$ cat config.mk
export PLATFORM = sky130hd
export DESIGN_NAME = hazard_stall_ctrl_flat
export DESIGN_NICKNAME = d
export VERILOG_FILES = /design/src/rtl/hazard_stall_ctrl_if.sv /design/src/rtl/hazard_stall_ctrl.sv /design/src/flat_wrapper.sv
export SDC_FILE = /design/constraint.sdc
export NUM_CORES = 1
export LEC_CHECK = 0
export CAP_MARGIN = 20
export CORE_MARGIN = 2
export CORE_UTILIZATION = 32
export DETAILED_ROUTE_END_ITERATION = 8
export GPL_TIMING_DRIVEN = 0
export PLACE_DENSITY = 0.88
export SETUP_SLACK_MARGIN = 0.1
export SLEW_MARGIN = 20
export SYNTH_ARGS = -nofsm -noshare
export SYNTH_HDL_FRONTEND = slang
export SYNTH_SLANG_ARGS = --single-unit
export TNS_END_PERCENT = 30
$ cat constraint.sdc
create_clock -name clk -period 3.7 [get_ports clk]
set_input_delay 0.555 -clock clk [delete_from_list [all_inputs] [get_ports clk]]
set_output_delay 0.555 -clock clk [all_outputs]
set_load 0.05 [all_outputs]
$ cat src/rtl/hazard_stall_ctrl_if.sv
// Interface bundling the hazard controller's pipeline-facing signals.
// The slave modport is the controller's view; the master modport is the
// pipeline's view (it supplies hazard inputs and consumes enables/flushes).
// The three perf counters are only meaningful when the controller is built
// with HAZ_PERF_EN; otherwise they read as zero.
interface hazard_stall_ctrl_if #(
  parameter int CNT_W = 32
);
  // ID / EX hazard inputs
  logic [4:0]       ID_RS1;
  logic [4:0]       ID_RS2;
  logic             ID_uses_rs2;
  logic             IDEX_MemRead;
  logic [4:0]       IDEX_RD;
  // Redirect and memory-readiness inputs
  logic             branch_taken;
  logic             ICACHE_stall;
  logic             DCACHE_stall;
  // Pipeline register controls
  logic             PC_Write;
  logic             IFID_Write;
  logic             IDEX_Write;
  logic             EXMEM_Write;
  logic             MEMWB_Write;
  logic             IFID_Flush;
  logic             IDEX_Flush;
  logic             stall_active;
  // Performance counters
  logic [CNT_W-1:0] lu_bubble_cnt;
  logic [CNT_W-1:0] mem_stall_cnt;
  logic [CNT_W-1:0] flush_cnt;

  modport master (
    output ID_RS1, ID_RS2, ID_uses_rs2, IDEX_MemRead, IDEX_RD,
    output branch_taken, ICACHE_stall, DCACHE_stall,
    input  PC_Write, IFID_Write, IDEX_Write, EXMEM_Write, MEMWB_Write,
    input  IFID_Flush, IDEX_Flush, stall_active,
    input  lu_bubble_cnt, mem_stall_cnt, flush_cnt
  );

  modport slave (
    input  ID_RS1, ID_RS2, ID_uses_rs2, IDEX_MemRead, IDEX_RD,
    input  branch_taken, ICACHE_stall, DCACHE_stall,
    output PC_Write, IFID_Write, IDEX_Write, EXMEM_Write, MEMWB_Write,
    output IFID_Flush, IDEX_Flush, stall_active,
    output lu_bubble_cnt, mem_stall_cnt, flush_cnt
  );
endinterface

$ cat src/rtl/hazard_stall_ctrl.sv
// hazard_stall_ctrl: pipeline sequencing controller for the 5-stage RV32 core.
// Handles what the EX forwarding unit cannot: load-use bubbles (LU_BUBBLES
// per hazard), a global freeze while either cache stalls, and IF/ID + ID/EX
// flushes on a taken redirect from EX. A redirect that arrives while frozen
// is remembered and applied on the first unfrozen cycle.
// All outputs are Mealy (registered state + current inputs).
// Optional build macro: HAZ_PERF_EN adds three wrapping perf counters
// (load-use bubble cycles, cache freeze cycles, branch flush cycles);
// without it the counter outputs are tied to zero.
module hazard_stall_ctrl #(
  parameter int LU_BUBBLES = 1,   // legal 1..7
  parameter int CNT_W      = 32
) (
  input logic               clk,
  input logic               rst,
  hazard_stall_ctrl_if.slave hz
);

  typedef enum logic [1:0] {
    RUN      = 2'd0,
    LU_STALL = 2'd1,
    MEM_WAIT = 2'd2
  } state_t;

  // Bubbles still owed after the one inserted on the detection cycle.
  localparam logic [2:0] LU_RELOAD = 3'(LU_BUBBLES - 1);
  localparam bit         LU_MULTI  = (LU_BUBBLES > 1);

  state_t     state_reg, state_next;
  logic [2:0] bub_cnt_reg, bub_cnt_next;
  logic       br_pend_reg, br_pend_next;

  logic       mem_stall;
  logic       lu_haz;
  logic       br;
  logic       bub_owed;
  logic [2:0] bub_dec;

  // One-hot indication of which priority rule governs this cycle.
  logic       rule_mem;
  logic       rule_br;
  logic       rule_bub;
  logic       rule_lu;

  // Local copies of the outputs so the interface is driven in one place.
  logic pc_write, ifid_write, idex_write, exmem_write, memwb_write;
  logic ifid_flush, idex_flush, stall_act;

  assign mem_stall = hz.ICACHE_stall | hz.DCACHE_stall;
  assign br        = hz.branch_taken | br_pend_reg;

  // x0 is hardwired zero, so a load targeting it never creates a dependency.
  assign lu_haz = hz.IDEX_MemRead && (hz.IDEX_RD != 5'd0) &&
                  ((hz.IDEX_RD == hz.ID_RS1) ||
                   (hz.ID_uses_rs2 && (hz.IDEX_RD == hz.ID_RS2)));

  // Bubbles remain outstanding either mid-sequence or when a freeze
  // interrupted a sequence that still had bubbles left.
  assign bub_owed = (state_reg == LU_STALL) ||
                    ((state_reg == MEM_WAIT) && (bub_cnt_reg != 3'd0));

  // Saturate at zero so an impossible LU_STALL with bub_cnt=0 cannot wrap.
  assign bub_dec = (bub_cnt_reg == 3'd0) ? 3'd0 : bub_cnt_reg - 3'd1;

  // Rule selection in strict priority order: freeze, redirect, owed bubble, new hazard.
  always_comb begin
    rule_mem = 1'b0;
    rule_br  = 1'b0;
    rule_bub = 1'b0;
    rule_lu  = 1'b0;
    if (!rst) begin
      if (mem_stall)     rule_mem = 1'b1;
      else if (br)       rule_br  = 1'b1;
      else if (bub_owed) rule_bub = 1'b1;
      else if (lu_haz)   rule_lu  = 1'b1;
    end
  end

  // State register; reset abandons any stall and forgets a pending redirect.
  always_ff @(posedge clk) begin
    if (rst) begin
      state_reg   <= RUN;
      bub_cnt_reg <= 3'd0;
      br_pend_reg <= 1'b0;
    end else begin
      state_reg   <= state_next;
      bub_cnt_reg <= bub_cnt_next;
      br_pend_reg <= br_pend_next;
    end
  end

  // Next-state and Mealy outputs for the selected rule.
  always_comb begin
    state_next   = RUN;
    bub_cnt_next = bub_cnt_reg;
    br_pend_next = br_pend_reg;
    pc_write     = 1'b1;
    ifid_write   = 1'b1;
    idex_write   = 1'b1;
    exmem_write  = 1'b1;
    memwb_write  = 1'b1;
    ifid_flush   = 1'b0;
    idex_flush   = 1'b0;
    stall_act    = 1'b0;

    if (rst) begin
      // Pipeline registers load NOPs while reset is held.
      ifid_flush = 1'b1;
      idex_flush = 1'b1;
    end else if (rule_mem) begin
      // Whole pipeline freezes; a redirect seen now is replayed on release.
      pc_write    = 1'b0;
      ifid_write  = 1'b0;
      idex_write  = 1'b0;
      exmem_write = 1'b0;
      memwb_write = 1'b0;
      stall_act   = 1'b1;
      state_next  = MEM_WAIT;
      if (hz.branch_taken) begin
        br_pend_next = 1'b1;
      end
    end else if (rule_br) begin
      // Wrong-path instructions in IF/ID and ID/EX are squashed, which
      // includes any load-use victim, so outstanding bubbles are dropped.
      ifid_flush   = 1'b1;
      idex_flush   = 1'b1;
      br_pend_next = 1'b0;
      bub_cnt_next = 3'd0;
      state_next   = RUN;
    end else if (rule_bub) begin
      // Hold PC and IF/ID, inject a NOP into EX.
      pc_write     = 1'b0;
      ifid_write   = 1'b0;
      idex_flush   = 1'b1;
      stall_act    = 1'b1;
      bub_cnt_next = bub_dec;
      state_next   = (bub_dec != 3'd0) ? LU_STALL : RUN;
    end else if (rule_lu) begin
      // First bubble goes in on the detection cycle itself.
      pc_write     = 1'b0;
      ifid_write   = 1'b0;
      idex_flush   = 1'b1;
      stall_act    = 1'b1;
      bub_cnt_next = LU_RELOAD;
      state_next   = LU_MULTI ? LU_STALL : RUN;
    end else begin
      state_next = RUN;
    end
  end

  assign hz.PC_Write     = pc_write;
  assign hz.IFID_Write   = ifid_write;
  assign hz.IDEX_Write   = idex_write;
  assign hz.EXMEM_Write  = exmem_write;
  assign hz.MEMWB_Write  = memwb_write;
  assign hz.IFID_Flush   = ifid_flush;
  assign hz.IDEX_Flush   = idex_flush;
  assign hz.stall_active = stall_act;

`ifdef HAZ_PERF_EN
  // Counter index: 0 = load-use bubble cycles, 1 = freeze cycles, 2 = flushes.
  logic [2:0]       perf_inc;
  logic [CNT_W-1:0] perf_cnt [3];

  assign perf_inc = {rule_br, rule_mem, (rule_bub | rule_lu)};

  genvar gi;
  generate
    for (gi = 0; gi < 3; gi++) begin : g_perf
      logic [CNT_W-1:0] cnt_reg;

      // Free-running event counter, wraps naturally at 2^CNT_W.
      always_ff @(posedge clk) begin
        if (rst) begin
          cnt_reg <= '0;
        end else if (perf_inc[gi]) begin
          cnt_reg <= cnt_reg + 1'b1;
        end
      end

      assign perf_cnt[gi] = cnt_reg;
    end
  endgenerate

  assign hz.lu_bubble_cnt = perf_cnt[0];
  assign hz.mem_stall_cnt = perf_cnt[1];
  assign hz.flush_cnt     = perf_cnt[2];
`else
  assign hz.lu_bubble_cnt = '0;
  assign hz.mem_stall_cnt = '0;
  assign hz.flush_cnt     = '0;
`endif

endmodule

$ cat src/flat_wrapper.sv
// flat-port wrapper written by rule: the top's interface ports become plain ports
module hazard_stall_ctrl_flat 
#(
  parameter int LU_BUBBLES = 1,                
  parameter int CNT_W      = 32
)
  (clk, rst, hz_ID_RS1, hz_ID_RS2, hz_ID_uses_rs2, hz_IDEX_MemRead, hz_IDEX_RD, hz_branch_taken, hz_ICACHE_stall, hz_DCACHE_stall, hz_PC_Write, hz_IFID_Write, hz_IDEX_Write, hz_EXMEM_Write, hz_MEMWB_Write, hz_IFID_Flush, hz_IDEX_Flush, hz_stall_active, hz_lu_bubble_cnt, hz_mem_stall_cnt, hz_flush_cnt);
  hazard_stall_ctrl_if #(.CNT_W(CNT_W)) hz_i ();
  input logic clk;
  input logic rst;
  input wire logic [$bits(hz_i.ID_RS1)-1:0] hz_ID_RS1;
  input wire logic [$bits(hz_i.ID_RS2)-1:0] hz_ID_RS2;
  input wire logic [$bits(hz_i.ID_uses_rs2)-1:0] hz_ID_uses_rs2;
  input wire logic [$bits(hz_i.IDEX_MemRead)-1:0] hz_IDEX_MemRead;
  input wire logic [$bits(hz_i.IDEX_RD)-1:0] hz_IDEX_RD;
  input wire logic [$bits(hz_i.branch_taken)-1:0] hz_branch_taken;
  input wire logic [$bits(hz_i.ICACHE_stall)-1:0] hz_ICACHE_stall;
  input wire logic [$bits(hz_i.DCACHE_stall)-1:0] hz_DCACHE_stall;
  output wire logic [$bits(hz_i.PC_Write)-1:0] hz_PC_Write;
  output wire logic [$bits(hz_i.IFID_Write)-1:0] hz_IFID_Write;
  output wire logic [$bits(hz_i.IDEX_Write)-1:0] hz_IDEX_Write;
  output wire logic [$bits(hz_i.EXMEM_Write)-1:0] hz_EXMEM_Write;
  output wire logic [$bits(hz_i.MEMWB_Write)-1:0] hz_MEMWB_Write;
  output wire logic [$bits(hz_i.IFID_Flush)-1:0] hz_IFID_Flush;
  output wire logic [$bits(hz_i.IDEX_Flush)-1:0] hz_IDEX_Flush;
  output wire logic [$bits(hz_i.stall_active)-1:0] hz_stall_active;
  output wire logic [$bits(hz_i.lu_bubble_cnt)-1:0] hz_lu_bubble_cnt;
  output wire logic [$bits(hz_i.mem_stall_cnt)-1:0] hz_mem_stall_cnt;
  output wire logic [$bits(hz_i.flush_cnt)-1:0] hz_flush_cnt;
  assign hz_i.ID_RS1 = hz_ID_RS1;
  assign hz_i.ID_RS2 = hz_ID_RS2;
  assign hz_i.ID_uses_rs2 = hz_ID_uses_rs2;
  assign hz_i.IDEX_MemRead = hz_IDEX_MemRead;
  assign hz_i.IDEX_RD = hz_IDEX_RD;
  assign hz_i.branch_taken = hz_branch_taken;
  assign hz_i.ICACHE_stall = hz_ICACHE_stall;
  assign hz_i.DCACHE_stall = hz_DCACHE_stall;
  assign hz_PC_Write = hz_i.PC_Write;
  assign hz_IFID_Write = hz_i.IFID_Write;
  assign hz_IDEX_Write = hz_i.IDEX_Write;
  assign hz_EXMEM_Write = hz_i.EXMEM_Write;
  assign hz_MEMWB_Write = hz_i.MEMWB_Write;
  assign hz_IFID_Flush = hz_i.IFID_Flush;
  assign hz_IDEX_Flush = hz_i.IDEX_Flush;
  assign hz_stall_active = hz_i.stall_active;
  assign hz_lu_bubble_cnt = hz_i.lu_bubble_cnt;
  assign hz_mem_stall_cnt = hz_i.mem_stall_cnt;
  assign hz_flush_cnt = hz_i.flush_cnt;
  hazard_stall_ctrl #(.LU_BUBBLES(LU_BUBBLES), .CNT_W(CNT_W)) u_core (.clk(clk), .rst(rst), .hz(hz_i));
endmodule
==> impl_metrics.tcl, run 1 <==
set metrics [dict create \
    synth-seq-cells 6 \
    grt_pass1_wl_um 3408 \
    multiInputGateArea_um2 699.4 \
    max_slew.worst_pin.slew_ps 539.4 \
    largest_register_ffs 3 \
    cts.sinks 6 \
    drive_gt1_share_pct 37.02 \
    cts_root_buf "clkbuf_8" \
    place_ws_ps -58.33 \
    port_buffers 29 \
    gr-usage-met2_pct 20.45 \
    worstPathRequired_ps 3140 \
    drtAntennaViolNets 0 \
    outcome "complete, no violations" \
    dp_hpwl_um 2276 \
    min_period_ps 3279 \
    areaGrowthSynthToFinish_pct 61.12 \
    timing.fmax_mhz 304.9 \
    grt_max_degree 8 \
    yosys-top-cells-area "buf_4 (60%), dfxtp_1 (9.7%), xor2_1 (6.4%), nor2_1 (2.7%), inv_1 (2.1%)" \
    initial_core_util_pct 33.41 \
    post_dp_cell_area_um2 1939 \
    fin_crit_sh_pct 88.63 \
    gr-total-overflow 0 \
    coreArea_um2 3689 \
    layout_setup_ws_ps 420.6 \
    grt_use_total_pct 9.965 \
    yosys.cell_count.top_type "buf_4" \
    synth.top_cells.by_count "buf_4 (99), nor2_1 (9), xor2_1 (9)" \
    hold_buffers 0 \
    grt_use_met3_pct 4.089 \
    peakVddDrop_uv 129.2 \
    die_w_um 66.06 \
    grt_use_met1_pct 9.417 \
    place.gp.congestion 0.7913 \
    synth_edf_count 0 \
    synth_top_area_share_pct 60.30 \
    power_mw 0.5408 \
    maxSlewViolCount 0 \
    slew-limit-headroom_pct 64.01 \
    row_count 22 \
    cp_max_fo 5 \
    yosysTopAreaCell "buf_4" \
    clkTransAtPathRegs_ps 40 \
    routed_wl_um 2422 \
    wl_per_cell_um 7.187 \
    finalSetupTns_ps 0 \
    syn_avg_cell_area_um2 7.608 \
    rsz0062_at_grt "false" \
    cts_setup_buffers 0 \
    final_core_util_pct 53.83 \
    nets 315 \
    numPlacedInstances 334 \
    grt_pass1_vias 865 \
    synthesis.area_um2 1232 \
    synthFlopType "dfxtp_1" \
    regArea_um2 120.1 \
    setup_viol 0 \
    dieArea_um2 4364 \
    synth-async-reset-ratio_pct 0 \
    antenna_found_initial 0 \
    critPathKind "primary input to output port" \
    hold_viol 0 \
    synthCells 162 \
    h-tree-depth 1 \
    power_density_nw_per_um2 272.4 \
    via_count 1057 \
    endpoint_kind "output port" \
    yosysUniqueCellTypes 29 \
    pin_count 126 \
    fill_cells 366 \
    synth.yosys.seq_area_share_pct 9.746 \
    busiest_layer "met2" \
    leakage_nw 1.214 \
    cts-buffers-inserted 3 \
    viasPerCell 3.136 \
    maxCapViolations 0 \
    tritoncts "built" \
    critPathLaunchType "primary input" \
    antennaDiodeCount 0 \
    arrival_ps 2720 \
    drc 0 \
    instances_no_fill 337 \
    drtIter0Drc 22 \
    worstSkewPairLatency_ps 220 \
    design_area_um2 1986 \
    hold_slack_ps 486.4 \
    synth_warnings 0 \
    hold_class "register to register" \
    cts_max_path_buffers 2 \
    die_h_um 66.06 \
    finalClockSkew_ps 1.036 \
    firstDrtPassIters 4 \
]
[cell type report]
cell class	count	share of cell area [%]
plain buffers	99	37.43
clock buffers	3	2.079
inverters	7	1.323
multi-input cells	145	35.22
flip-flops and latches	6	6.049
well taps	48	3.025
repair buffers	29	14.87
[critical path, stage by stage]
cell and delay [ps]:
clkdlybuf4s50_1 460, or4_2 660, o21ai_0 240, or3b_4 210, and3_2 180, dlymetal6s2s_1 420
[metal layers]
layer | routed length, um | vias to the layer above
li1 | - | 577
met1 | 760 | 414
met2 | 1295 | 66
met3 | 366 | 0
met4 | 0 | 0
met5 | 0 | -
[where the power goes]
group	total, mW	leakage (nW)	switching, mW	internal, mW
Combinational	0.378	1.14	0.268	0.110
Clock	0.0955	0.0216	0.0258	0.0697
Sequential	0.0674	0.0489	0.000830	0.0666
[layout by cell type, fill, tap and decap left out, types with 2 or more instances in the layout]
cell type / instances
buf_4: 100
conb_1: 96
clkdlybuf4s50_1: 25
nor2_1: 9
xor2_1: 9
inv_1: 7
dfxtp_1: 6
nand2_1: 4
clkbuf_8: 3
dlymetal6s2s_1: 3
xnor2_1: 2
o21ai_0: 2
nand3_1: 2
a211oi_1: 2
ha_1: 2
[repair_timing]
item,CTS,global route
setup endpoints to repair,2,4
pin swaps,0,0
resized for setup,1,4
[worst paths after layout]
kind / from / endpoint / slack [ps] / depth (start not counted)
max: hz_IDEX_RD[1] / hz_IFID_Write / 420 / 6
min: u_core.br_pend_reg / u_core.br_pend_reg / 490 / 2
max reg2reg: u_core.bub_cnt_reg[2] / u_core.bub_cnt_reg[0] / 1700 / 7
min reg2reg: u_core.br_pend_reg / u_core.br_pend_reg / 490 / 2
[cells by family after synthesis]
kind of cell | synth area share (%)
xor+xnor | 7.818
flops | 9.747
fa+ha+maj | 2.030
simple gates | 10.56
buf+inv | 62.44
compound gates | 7.107
other cells | 0.3043
(Power assumes the default switching activity.)
==> inputs of run 2 (changes only) <==
--- a/config.mk
+++ b/config.mk
@@ -12,7 +12,6 @@
 export GPL_TIMING_DRIVEN = 0
 export PLACE_DENSITY = 0.88
 export SETUP_SLACK_MARGIN = 0.1
-export SLEW_MARGIN = 20
 export SYNTH_ARGS = -nofsm -noshare
 export SYNTH_HDL_FRONTEND = slang
 export SYNTH_SLANG_ARGS = --single-unit
==> results of run 2 <==
The final DEF is identical to that of run 1; final timing and power are the same.
==> inputs of run 3 (changes only) <==
--- a/config.mk
+++ b/config.mk
@@ -6,11 +6,13 @@
 export NUM_CORES = 1
 export LEC_CHECK = 0
 export CAP_MARGIN = 20
+export CORE_ASPECT_RATIO = 0.7
 export CORE_MARGIN = 2
-export CORE_UTILIZATION = 32
+export CORE_UTILIZATION = 27
+export CTS_CLUSTER_DIAMETER = 50
 export DETAILED_ROUTE_END_ITERATION = 8
 export GPL_TIMING_DRIVEN = 0
-export PLACE_DENSITY = 0.88
+export PLACE_DENSITY = 0.79
 export SETUP_SLACK_MARGIN = 0.1
 export SYNTH_ARGS = -nofsm -noshare
 export SYNTH_HDL_FRONTEND = slang
==> constraint.sdc (replaced) <==
create_clock -name clk -period 2.8 [get_ports clk]
set_input_delay 0.42 -clock clk [delete_from_list [all_inputs] [get_ports clk]]
set_output_delay 0.42 -clock clk [all_outputs]
set_load 0.05 [all_outputs]
==> run 3 against run 2 <==
Clock skew up 6.3 ps. Final cell count up 5.0%. Die area up 18%. Non-clock buffer count up 10. Critical path type unchanged. Highest routed layer is now met4.
==> impl_metrics.tcl, run 3 (synthesis gave the netlist of run 1 again) <==
set metrics [dict create \
    outcome "complete, no violations" \
    arrival_ps 2270 \
    maxCapViolations 0 \
    endpoint_kind "output port" \
    row_count 20 \
    critical_path_buf_inv_count 3 \
    finalSetupTns_ps 0 \
    drc 0 \
    hold_depth 2 \
    finalClockSkew_ps 7.381 \
    areaGrowthSynthToFinish_pct 68.63 \
    antenna_found_initial 0 \
    cts_max_path_buffers 2 \
    regArea_um2 120.1 \
    min_from "u_core.br_pend_reg" \
    slowest_stage "or3b_4" \
    timing.fmax_mhz 372.2 \
    hold_viol 0 \
    hold_slack_ps 514.9 \
    drtAntennaViolNets 0 \
    cts-buffers-inserted 3 \
    critPathKind "primary input to output port" \
    min_period_ps 2687 \
    firstDrtPassIters 4 \
    hold_class "register to register" \
    viasPerCell 3.071 \
    power_mw 0.7394 \
    via_count 1087 \
    min_to "u_core.br_pend_reg" \
    max_slew.worst_pin.slew_ps 519.5 \
    worstSkewPairLatency_ps 230 \
    post_dp_cell_area_um2 1948 \
    design_area_um2 2078 \
    rsz0062_at_grt "true" \
    pin_count 126 \
    cp_max_fo 5 \
    cp_cell_sequence "clkdlybuf4s15_1, xor2_1, nor4_2, a32oi_1, or3b_4, and3_4, buf_4, buf_8" \
    gr-total-overflow 0 \
    maxSlewViolCount 0 \
    port_buffers 29 \
    drtIter0Drc 20 \
    max_stage_delay_ps 450 \
    timing.rr.end "u_core.bub_cnt_reg[0]" \
    grt_pass1_vias 876 \
    die_h_um 60.53 \
    r2r_slack_ps 820 \
    leakage_nw 1.284 \
    tritoncts "built" \
    final_core_util_pct 47.73 \
    rr_worst_depth 7 \
    mostFrequentLayoutCell "buf_4" \
    grt_max_degree 8 \
    setup_viol 0 \
    dp_hpwl_um 2402 \
    cpLargestDelayFamily "simple AND/OR/NAND/NOR gates" \
    drive_gt1_share_pct 40.80 \
    wl_per_cell_um 8.088 \
    r2r-start "u_core.bub_cnt_reg[0]" \
    peakVddDrop_uv 159.4 \
    multiInputGateArea_um2 711.9 \
    grt_pass1_wl_um 3774 \
    fill_cells 437 \
    power_density_nw_per_um2 355.8 \
    antennaDiodeCount 0 \
    grt_use_total_pct 9.206 \
    die_w_um 84.75 \
    critPathLaunchType "primary input" \
    routed_wl_um 2863 \
    dieArea_um2 5129 \
    largest_register_ffs 3 \
    nets 325 \
    hold_buffers 0 \
    h-tree-depth 1 \
    slew-limit-headroom_pct 65.33 \
    worstPathRequired_ps 2380 \
    place.gp.congestion 0.7559 \
    cts_root_buf "clkbuf_8" \
    clkTransAtPathRegs_ps 40 \
    coreArea_um2 4354 \
    initial_core_util_pct 28.30 \
    fin_crit_sh_pct 95.96 \
    cts.sinks 6 \
    mostFrequentLayoutCells "buf_4 (109), conb_1 (96), clkdlybuf4s50_1 (16)" \
]
==> run 3: stage by stage <==
step / worst slack (ps) / instances
2_1_floorplan: 343.4 / 257
3_3_place_gp: -703.7 / 341
3_5_place_dp: -743.6 / 341
4_1_cts: 16.76 / 353
5_1_grt: 43.65 / 354
6_report: 113.0 / 354
==> run 3: layout make-up <==
type,count,share of cell area [%]
clock buffer,3,1.987
multi-input combinational,145,34.26
inverter,7,1.264
sequential,6,5.780
tap,55,3.311
buffer,99,35.76
timing repair buffer,39,17.64
==> run 3: worst reg2reg max path: stages (launching register included) <==
cell and delay [ps]:
dfxtp_1 380, nor2_1 90, ha_1 220, nor3b_1 240
o2111ai_1 320, and2_1 290, a211oi_2 210, o22ai_1 100
==> run 3: worst max path at each step <==
stage	to	startpoint	slack (ps)	cells past startpoint
3_3_place_gp	hz_PC_Write	hz_IDEX_RD[1]	-700	7
3_5_place_dp	hz_PC_Write	hz_IDEX_RD[1]	-740	7
6_report	hz_PC_Write	hz_IDEX_RD[0]	110	8
4_1_cts	hz_stall_active	hz_ID_RS2[3]	20	7
5_1_grt	hz_MEMWB_Write	hz_DCACHE_stall	40	6
2_1_floorplan	hz_PC_Write	hz_IDEX_RD[1]	340	5
==> run 3: per-layer routing <==
layer  routed length [um]  up-vias  track usage [%]
met1                 1021      452            9.469
met5                    0        -                0
li1                     -      595                -
met3                  149        2            1.224
met4                   17        0            2.721
met2                 1675       38            19.80
==> run 3: power breakdown <==
group	internal (mW)	switching, mW	leakage [nW]
clock network	0.0931	0.0456	0.0216
registers	0.0878	0.00137	0.0489
logic	0.151	0.360	1.21
==> run 3: what timing repair did <==
item	in CTS	in global routing
pin swaps	3	6
hold endpoints to repair	0	0
gates resized for setup	27	11
endpoints found under the setup margin	4	7
gates cloned	0	0
buffers inserted	9	1
